`config.mk`:
```
export PLATFORM = sky130hd
export DESIGN_NAME = receptor_16b
export DESIGN_NICKNAME = d
export VERILOG_FILES = /design/src/rtl/receptor_16b_pkg.sv /design/src/rtl/receptor_16b_rx_byte_sampler.sv /design/src/rtl/receptor_16b.sv
export SDC_FILE = /design/constraint.sdc
export NUM_CORES = 1
export LEC_CHECK = 0
export CORE_ASPECT_RATIO = 1.4
export CORE_MARGIN = 3
export CORE_UTILIZATION = 40
export CTS_CLUSTER_DIAMETER = 40
export DETAILED_ROUTE_END_ITERATION = 8
export PLACE_DENSITY = 0.65
export SLEW_MARGIN = 10
export SYNTH_ARGS = -nofsm -noshare
export SYNTH_HDL_FRONTEND = slang
export SYNTH_SLANG_ARGS = --single-unit
```
`constraint.sdc`:
```
create_clock -name clk_50mhz -period 2.49 [get_ports clk_50mhz]
set_input_delay 0.498 -clock clk_50mhz [delete_from_list [all_inputs] [get_ports clk_50mhz]]
set_output_delay 0.498 -clock clk_50mhz [all_outputs]
set_load 0.05 [all_outputs]
```
`src/rtl/receptor_16b_pkg.sv`:
```
// rtl/receptor_16b_pkg.sv - shared constants, state types and sizing helper for receptor_16b
package receptor_16b_pkg;

  localparam int DEF_CLKS_PER_BIT = 434;
  localparam int DEF_TIMEOUT_BITS = 20;
  localparam int FRAME_BITS       = 8;

  // byte engine states; the inter-byte GAP phase lives in the word assembler
  typedef enum logic [1:0] {
    ST_IDLE,
    ST_START,
    ST_DATA,
    ST_STOP
  } rx_state_t;

  // word assembler phases
  typedef enum logic [1:0] {
    W_IDLE,
    W_BYTE1,
    W_GAP,
    W_BYTE2
  } word_state_t;

  // one counter width covers both the bit timer and the longest inter-byte gap
  function automatic int cnt_width(input int clks_per_bit, input int timeout_bits);
    return $clog2(clks_per_bit * timeout_bits + 1);
  endfunction

endpackage

```
`src/rtl/receptor_16b_rx_byte_sampler.sv`:
```
// rtl/receptor_16b_rx_byte_sampler.sv - rx synchronizer plus start/data/stop byte engine
module rx_byte_sampler
  import receptor_16b_pkg::*;
#(
  parameter int CLKS_PER_BIT = DEF_CLKS_PER_BIT,
  parameter int CW           = 16
) (
  input  logic       clk,
  input  logic       rst_n,
  input  logic       rx,
  output logic [7:0] rx_byte,
  output logic       byte_done,
  output logic       byte_err,
  output logic       line_low,
  output logic       active
);

  localparam logic [CW-1:0] HALF_LAST = CW'(CLKS_PER_BIT / 2 - 1);
  localparam logic [CW-1:0] FULL_LAST = CW'(CLKS_PER_BIT - 1);
  localparam logic [2:0]    BIT_LAST  = 3'(FRAME_BITS - 1);

  logic [1:0]    sync_q, sync_d;
  rx_state_t     state_q, state_d;
  logic [CW-1:0] cnt_q, cnt_d;
  logic [2:0]    bit_q, bit_d;
  logic [7:0]    shift_q, shift_d;
  logic          rx_s;

  assign sync_d   = {sync_q[0], rx};
  assign rx_s     = sync_q[1];
  assign line_low = (state_q == ST_IDLE) && !rx_s;
  assign active   = (state_q != ST_IDLE);
  assign rx_byte  = shift_q;

  // register stage: synchronizer resets to idle-line level
  always_ff @(posedge clk or negedge rst_n) begin
    if (!rst_n) begin
      sync_q  <= 2'b11;
      state_q <= ST_IDLE;
      cnt_q   <= '0;
      bit_q   <= '0;
      shift_q <= '0;
    end else begin
      sync_q  <= sync_d;
      state_q <= state_d;
      cnt_q   <= cnt_d;
      bit_q   <= bit_d;
      shift_q <= shift_d;
    end
  end

  // bit timing: recheck start at half bit, then sample every full bit from there
  always_comb begin
    state_d   = state_q;
    cnt_d     = cnt_q;
    bit_d     = bit_q;
    shift_d   = shift_q;
    byte_done = 1'b0;
    byte_err  = 1'b0;
    case (state_q)
      ST_IDLE: begin
        cnt_d = '0;
        if (!rx_s) state_d = ST_START;
      end
      ST_START: begin
        if (cnt_q == HALF_LAST) begin
          cnt_d   = '0;
          bit_d   = '0;
          state_d = rx_s ? ST_IDLE : ST_DATA;
        end else begin
          cnt_d = cnt_q + CW'(1);
        end
      end
      ST_DATA: begin
        if (cnt_q == FULL_LAST) begin
          cnt_d   = '0;
          shift_d = {rx_s, shift_q[7:1]};
          bit_d   = bit_q + 3'd1;
          if (bit_q == BIT_LAST) state_d = ST_STOP;
        end else begin
          cnt_d = cnt_q + CW'(1);
        end
      end
      ST_STOP: begin
        if (cnt_q == FULL_LAST) begin
          cnt_d     = '0;
          state_d   = ST_IDLE;
          byte_done = rx_s;
          byte_err  = !rx_s;
        end else begin
          cnt_d = cnt_q + CW'(1);
        end
      end
      default: state_d = ST_IDLE;
    endcase
  end

endmodule

```
`src/rtl/receptor_16b.sv`:
```
// rtl/receptor_16b.sv - two-byte UART receiver assembling 16-bit words
module receptor_16b
  import receptor_16b_pkg::*;
#(
  parameter int CLKS_PER_BIT = DEF_CLKS_PER_BIT,
  parameter int TIMEOUT_BITS = DEF_TIMEOUT_BITS
) (
  input  logic        clk_50mhz,
  input  logic        reset_n,
  input  logic        rx,
  output logic [15:0] data,
  output logic        data_valid,
  output logic        frame_err,
  output logic        busy
);

  localparam int            CW       = cnt_width(CLKS_PER_BIT, TIMEOUT_BITS);
  localparam logic [CW-1:0] GAP_LAST = CW'(CLKS_PER_BIT * TIMEOUT_BITS - 1);

  logic [7:0]    rx_byte;
  logic          byte_done, byte_err, line_low, active;

  word_state_t   state_q, state_d;
  logic [CW-1:0] gap_q, gap_d;
  logic [7:0]    upper_q, upper_d;
  logic [15:0]   data_q, data_d;
  logic          valid_q, valid_d;
  logic          err_q, err_d;

  rx_byte_sampler #(
    .CLKS_PER_BIT(CLKS_PER_BIT),
    .CW          (CW)
  ) u_sampler (
    .clk      (clk_50mhz),
    .rst_n    (reset_n),
    .rx       (rx),
    .rx_byte  (rx_byte),
    .byte_done(byte_done),
    .byte_err (byte_err),
    .line_low (line_low),
    .active   (active)
  );

  assign data       = data_q;
  assign data_valid = valid_q;
  assign frame_err  = err_q;
  assign busy       = (state_q != W_IDLE);

  // register stage: reset drops any partial word without pulsing
  always_ff @(posedge clk_50mhz or negedge reset_n) begin
    if (!reset_n) begin
      state_q <= W_IDLE;
      gap_q   <= '0;
      upper_q <= '0;
      data_q  <= '0;
      valid_q <= 1'b0;
      err_q   <= 1'b0;
    end else begin
      state_q <= state_d;
      gap_q   <= gap_d;
      upper_q <= upper_d;
      data_q  <= data_d;
      valid_q <= valid_d;
      err_q   <= err_d;
    end
  end

  // word assembly: byte index, inter-byte timeout, single-cycle result pulses
  always_comb begin
    state_d = state_q;
    gap_d   = gap_q;
    upper_d = upper_q;
    data_d  = data_q;
    valid_d = 1'b0;
    err_d   = 1'b0;
    case (state_q)
      W_IDLE: begin
        if (line_low) state_d = W_BYTE1;
      end
      W_BYTE1: begin
        if (byte_err) begin
          err_d   = 1'b1;
          state_d = W_IDLE;
        end else if (byte_done) begin
          upper_d = rx_byte;
          gap_d   = '0;
          state_d = W_GAP;
        end else if (!active && !line_low) begin
          state_d = W_IDLE;
        end
      end
      W_GAP: begin
        if (line_low) begin
          state_d = W_BYTE2;
        end else if (gap_q == GAP_LAST) begin
          err_d   = 1'b1;
          state_d = W_IDLE;
        end else begin
          gap_d = gap_q + CW'(1);
        end
      end
      W_BYTE2: begin
        if (byte_err) begin
          err_d   = 1'b1;
          state_d = W_IDLE;
        end else if (byte_done) begin
          data_d  = {upper_q, rx_byte};
          valid_d = 1'b1;
          state_d = W_IDLE;
        end else if (!active && !line_low) begin
          state_d = W_IDLE;
        end
      end
      default: state_d = W_IDLE;
    endcase
  end

endmodule

```
-- Word level (Yosys, flattened, before mapping)
Cells that the tools add are included.
- input port bits: 3
- flip-flop bits (word level): 71
- output and inout bits: 19
- logic and storage cells: 94
- multiplexer cells: 38
- reductions and logical operators: 20
- bitwise operators: 1
- equal/unequal tests: 21
- add/subtract/negate cells: 3
- operators by type and width (operator ; count):
    $mux W14 ; 6
    $pmux W14 S3 ; 1
    $add A14 B1 Y14 const B ; 2
    $mux W2 ; 14
    $pmux W14 S2 ; 1
    $pmux W2 S4 ; 2
    $eq A14 B14 Y1 const B ; 1
    $eq A14 B8 Y1 const B ; 1
    $eq A14 B9 Y1 const B ; 1
    $ne A2 B2 Y1 const B ; 6
    $mux W1 ; 10
    $reduce_and A5 Y1 ; 2
    $reduce_and A3 Y1 ; 3
    $eq A2 B2 Y1 const B ; 4
    $ne A2 B1 Y1 const B ; 4
    $reduce_bool A2 Y1 ; 4
    $mux W3 ; 2
    $pmux W3 S2 ; 1
    $eq A2 B1 Y1 const B ; 2
    $logic_not A2 Y1 ; 2
    $reduce_and A2 Y1 ; 2
    $reduce_or A2 Y1 ; 2
    $add A3 B1 Y3 const B ; 1
    $eq A3 B3 Y1 const B ; 1
    other kinds (5) ; 8

-- Longest topological paths before layout
- depth in word-level cells: 8
- mapped depth: 9
- mapped depth without buffers: 7

-- Cells and area by module
Synthesis repeated with hierarchy kept, for this count alone.
- cell total of the unflattened synthesis: 330
- area total of the unflattened synthesis: 3433.3 um^2
- modules (own cells, without submodules) (module ; area an instance (um^2) ; sequential area each (um^2) ; cells each ; times used):
    receptor_16b ; 1908.1 ; 1051.0 ; 192 ; 1
    rx_byte_sampler ; 1525.2 ; 728.2 ; 138 ; 1

-- Worst setup path after synthesis
OpenSTA, ideal clock, no wires.
- path kind: register -> register
- from: register u_sampler.cnt_q[1]
- to: register data_q[10] (netlist: data[10])
- cell stages (with the launch flop): 10
- setup slack: 0.250 ns
- buffers on the path: 2
- period minus slack after synthesis: 2.240 ns
- arrival time: 2.115 ns
- setup time: 0.125 ns
- path through: dfrtp_1 > inv_1 > ha_1 > or3b_2 > nor4_4 > buf_6 > nand3_4 > nor2_8 > buf_12 > mux2_4
- longest elaborated chain between the ends: 5
- elaborated cells on any way between the ends: 7
- classes of those cells: eq/ne (1); mux (4); bitwise (1); reduce/logical (1)
- ends and longest elaborated chain (what ; RTL line ; source):
    from (decl) ; receptor_16b_rx_byte_sampler.sv:24 ; logic [CW-1:0] cnt_q, cnt_d;
    from (signal assigned) ; receptor_16b_rx_byte_sampler.sv:46 ; cnt_q <= cnt_d;
    $eq A14 B9 Y1 * ; receptor_16b_rx_byte_sampler.sv:85 ; if (cnt_q == FULL_LAST) begin
    $mux W1 ; receptor_16b_rx_byte_sampler.sv:85 ;
    $mux W1 ; receptor_16b_rx_byte_sampler.sv:60 ; case (state_q)
    $not A1 Y1 (no source line) ; n/a ;
    $reduce_and A3 Y1 (no source line) * ; n/a ;
    to (signal assigned) ; receptor_16b.sv:62 ; data_q <= data_d;
    to (decl) ; receptor_16b.sv:26 ; logic [15:0] data_q, data_d;
Every way passes the cells marked *; elsewhere a longest branch is shown, timed or not.
A chain may end at the register's enable or synchronous reset.

-- Worst setup path after layout
- from: register state_q[0]
- to: output port busy
- longest elaborated chain between the ends: 1
- ends and longest elaborated chain (what ; RTL line ; source):
    from (decl) ; receptor_16b.sv:23 ; word_state_t state_q, state_d;
    from (signal assigned) ; receptor_16b.sv:59 ; state_q <= state_d;
    $reduce_bool A2 Y1 ; receptor_16b.sv:47 ; assign busy = (state_q != W_IDLE);
    to (decl) ; receptor_16b.sv:14 ; output logic busy
No other way between the ends.

==> impl_summary.log <==
INFO  metric status = finished clean
INFO  metric met1Wirelength = between 2 and 3 mm
INFO  metric synth_sequential_area_ratio = between 50% and 60%
INFO  metric postSynthNetCount = roughly 300
INFO  metric synth_xor_area_share = under 10%
INFO  metric dp.cells = around 400
INFO  metric final_critical_path_required_period = roughly 2.3 ns
INFO  metric finalHoldViolations = 0
INFO  metric total_gr_overflow = 0
INFO  metric fmax_achieved = around 430 MHz
INFO  metric clock_buffer_count_from_cts = 9
INFO  metric timing.critical_path.max_delay_family = buffers and inverters
INFO  metric routabilityCongestion = between 0.7 and 0.8
INFO  metric final_area = roughly 0.0040 mm2
INFO  metric first_global_vias = about 2300
INFO  metric floorplan.initialDensity = 42.12%
INFO  metric synth_seq_cells = slightly above 70
INFO  metric floorplan.die_area = around 0.0095 mm2
INFO  metric cp_endpoint_kind = primary output
INFO  metric antenna-diode-count = 0
INFO  metric rsz_0062_raised_after_global_routing = false
INFO  metric synth_area_leaders = dfrtp_1 (52%), mux2_2 (7.7%), ha_1 (4.1%)
INFO  metric distinct_cell_type_count_of_the_synthesized_netlist = 47
INFO  metric vias = 2171
INFO  metric class_of_the_tightest_hold_or_removal_check = input pin to async pin
INFO  metric drive_gt1_share = between 20% and 30%
INFO  metric critPathKind = flop to primary output
INFO  metric layoutNonFillerInstCount = approximately 420
INFO  metric dp_hpwl = 4.058 mm
INFO  metric num_rows = 38
INFO  metric crit_path_start_kind = flop
INFO  metric peakVddDrop = 0.3244 mV
INFO  metric clkSlewWorstSetupHoldPaths = ~0.09 ns
INFO  metric groute.usage.overall = between 10% and 20%
INFO  metric met3WireLength = approximately 150 um
INFO  metric cts_tree = yes
INFO  metric yosys.area.top_type = dfrtp_1
INFO  metric synth-adder-area-share = under 10%
INFO  metric synth_top_family_by_area = simple AND/OR/NAND/NOR gates
INFO  metric layout_worst_path_cycle_share = a little over nine tenths
INFO  metric maximum_number_of_pins_on_one_net_before_global_route_repair = 41
INFO  metric power-per-cell-area = roughly 520 mW/mm2
INFO  metric clk_path_buf_depth = 2
INFO  metric clk_latency = roughly 0.34 ns
INFO  metric ctsRootBufferMaster = clkbuf_8
INFO  metric post_place_instance_area = 0.003691 mm2
INFO  metric i_o_pin_count = 22
INFO  metric cts.htree.levels = 3
INFO  metric drt_first_iter_violations = 70
INFO  metric leak_pwr = roughly 1.8 nW
INFO  metric proportion_of_synthesized_area_in_mux_cells = around an eighth
INFO  metric max-slew-margin-rel = 66.45%
INFO  metric post_synth_inst_count = between 200 and 300
INFO  metric antenna_violations_before_repair = 0
INFO  metric highest-signal-layer = met4
INFO  metric nNetsFinal = 330
INFO  metric finalWirelength = roughly 6.1 mm
INFO  metric routed_wire_length_per_instance = ~15 um
INFO  metric synth-warning-count = 0
INFO  metric vias_per_cell = 5.157
INFO  metric syn_to_final_growth = 18.67%
INFO  metric clock_sink_count = a little over 70
INFO  metric most_used_cells_in_the_layout_excluding_fill_and_tap_cells = dfrtp_1 (69), nor2_1 (23), mux2_2 (23)
INFO  metric die_height = between 100 and 150 um
INFO  metric critPathMaxStageDelay = about 0.70 ns
INFO  metric fraction_of_synthesis_flops_using_an_asynchronous_set_or_reset_pin = 100.0%
INFO  metric timing.setup.tns = 0 ns
INFO  metric compound_cell_area_share_of_the_yosys_netlist = under 10%
INFO  metric cap_viol_max_count = 0
INFO  metric critical_path_data_arrival_time = around 1.8 ns
INFO  metric power.total = 0.002049 W
INFO  metric global_route_wire_length_before_repair = between 10 and 15 mm
INFO  metric port-buffer-count = 21
INFO  metric crit_path_max_fanout = 8
INFO  metric syn_avg_cell_area = ~12 um2
INFO  metric route.antenna.remaining_nets = 0
INFO  metric detail_route.drc_violations = 0
INFO  metric critical_path.cell_chain = or2_2, clkdlybuf4s50_1
INFO  metric cp.required = a little under 2 ns
INFO  metric synth_ff_type = dfrtp_1
INFO  metric simple_gate_area_share_of_the_yosys_netlist = between 10% and 20%
INFO  metric synth_top_area_share = 51.63%
INFO  metric wl_met2 = between 3 and 4 mm
INFO  metric drt_pass_1_iters = 4
INFO  metric skew = ~0.014 ns
INFO  metric netlist_area_pre_place = around 0.0033 mm2
INFO  metric synth_enable_flop_cells = 0
INFO  metric final-max-slew-violation-count = 0
INFO  metric core_region_area = 0.007940 mm2
INFO  metric die_extent_in_x = between 80 and 90 um
INFO  metric tightestPinTransition = approximately 0.50 ns
INFO  metric crit_buf_inv = 1
INFO  metric final-setup-viol-count = 0
INFO  metric layout.cells.most_common = dfrtp_1
INFO  metric cp_slowest_cell = clkdlybuf4s50_1
## final cells by class
cell class / count / area (um2)
Clock buffer: 9 / 123.9
Clock inverter: 7 / 61.31
Fill cell: 687 / 3971
Inverter: 11 / 41.29
Multi-Input combinational cell: 189 / 1468
Sequential cell: 71 / 1779
Tap cell: 100 / 125.1
Timing Repair Buffer: 34 / 370.4
## worst register-to-register path, stage by stage, from the launching register on
cell,delay (ns)
dfrtp_1,0.42
inv_2,0.08
ha_1,0.12
or3b_4,0.38
nor4_4,0.37
buf_4,0.23
nand2_1,0.08
a211oi_1,0.30
mux2i_1,0.23
## synth_stat cells (8+ instances only)
cell type   n
inv_1      11
nand4_1    12
xor2_1     14
nand2_1    11
a21oi_1    10
nor2_1     23
dfrtp_1    69
nand3_1     8
o21ai_0     8
mux2_4      9
ha_1       11
mux2_2     23
## kinds of logic after synthesis
kind of cell             after synthesis
AND/OR/NAND/NOR                       97
flip-flops                            71
multiplexers                          33
AO/OA/AOI/OAI                         30
buffers and inverters                 19
XOR/XNOR                              18
adder cells (fa/ha/maj)               11
## flip-flops by register name, summed over array words and instances, names as in the netlist, named ones only
register,count
frame_err,1
u_sampler.rx_byte,8
u_sampler.sync_q,2
u_sampler.state_q,1
gap_q,14
state_q,2
u_sampler.bit_q,3
data,16
u_sampler.cnt_q,14
data_valid,1
upper_q,8
## timing repair
action / CTS / global route
hold buffers: 0 / 0
setup endpoints to repair: 0 / 20
resized for setup: 0 / 3
buffers inserted: 0 / 5
## power breakdown
| group | internal (W) | switching (W) |
|---|---|---|
| registers | 0.00115 | 0.00000250 |
| clock network | 0.000380 | 0.000484 |
| logic | 0.00000516 | 0.0000228 |
## per-layer routing
layer / vias up / track usage, %
met5: - / 0
met4: 0 / 5.016
met3: 7 / 3.672
met2: 21 / 23.77
met1: 1087 / 16.99
li1: 1056 / -
## path summary, 6_finish.rpt
| kind | startpoint | endpoint | slack [ns] | cells after the start |
|---|---|---|---|---|
| worst max-delay path | state_q[0]$_DFFE_PN0P_ | busy | 0.15 | 2 |
| worst min-delay path | reset_n | gap_q[7]$_DFFE_PN0P_ | 0.19 | 2 |
| worst max register to register | u_sampler.cnt_q[1]$_DFF_PN0_ | flop | 0.19 | 8 |
| worst min register to register | u_sampler.sync_q[0]$_DFF_PN1_ | u_sampler.sync_q[1]$_DFF_PN1_ | 0.36 | 0 |
| max in group asynchronous | reset_n | u_sampler.bit_q[1]$_DFFE_PN0P_ | 1.93 | 2 |
| min in group clk_50mhz | u_sampler.sync_q[0]$_DFF_PN1_ | u_sampler.sync_q[1]$_DFF_PN1_ | 0.36 | 0 |
## metrics by stage
step                util (%)  hold WS, ns  setup slack [ns]
detailed placement     46.49       0.3487            0.1153
CTS                    48.82       0.1894           0.09310
global placement       46.49       0.3457            0.1645
floorplan                  -       0.2024            0.2500
finish                 49.98       0.1896            0.1529
global route           49.98       0.2135           0.03992
Note: power is estimated with default switching activity, not from simulation.
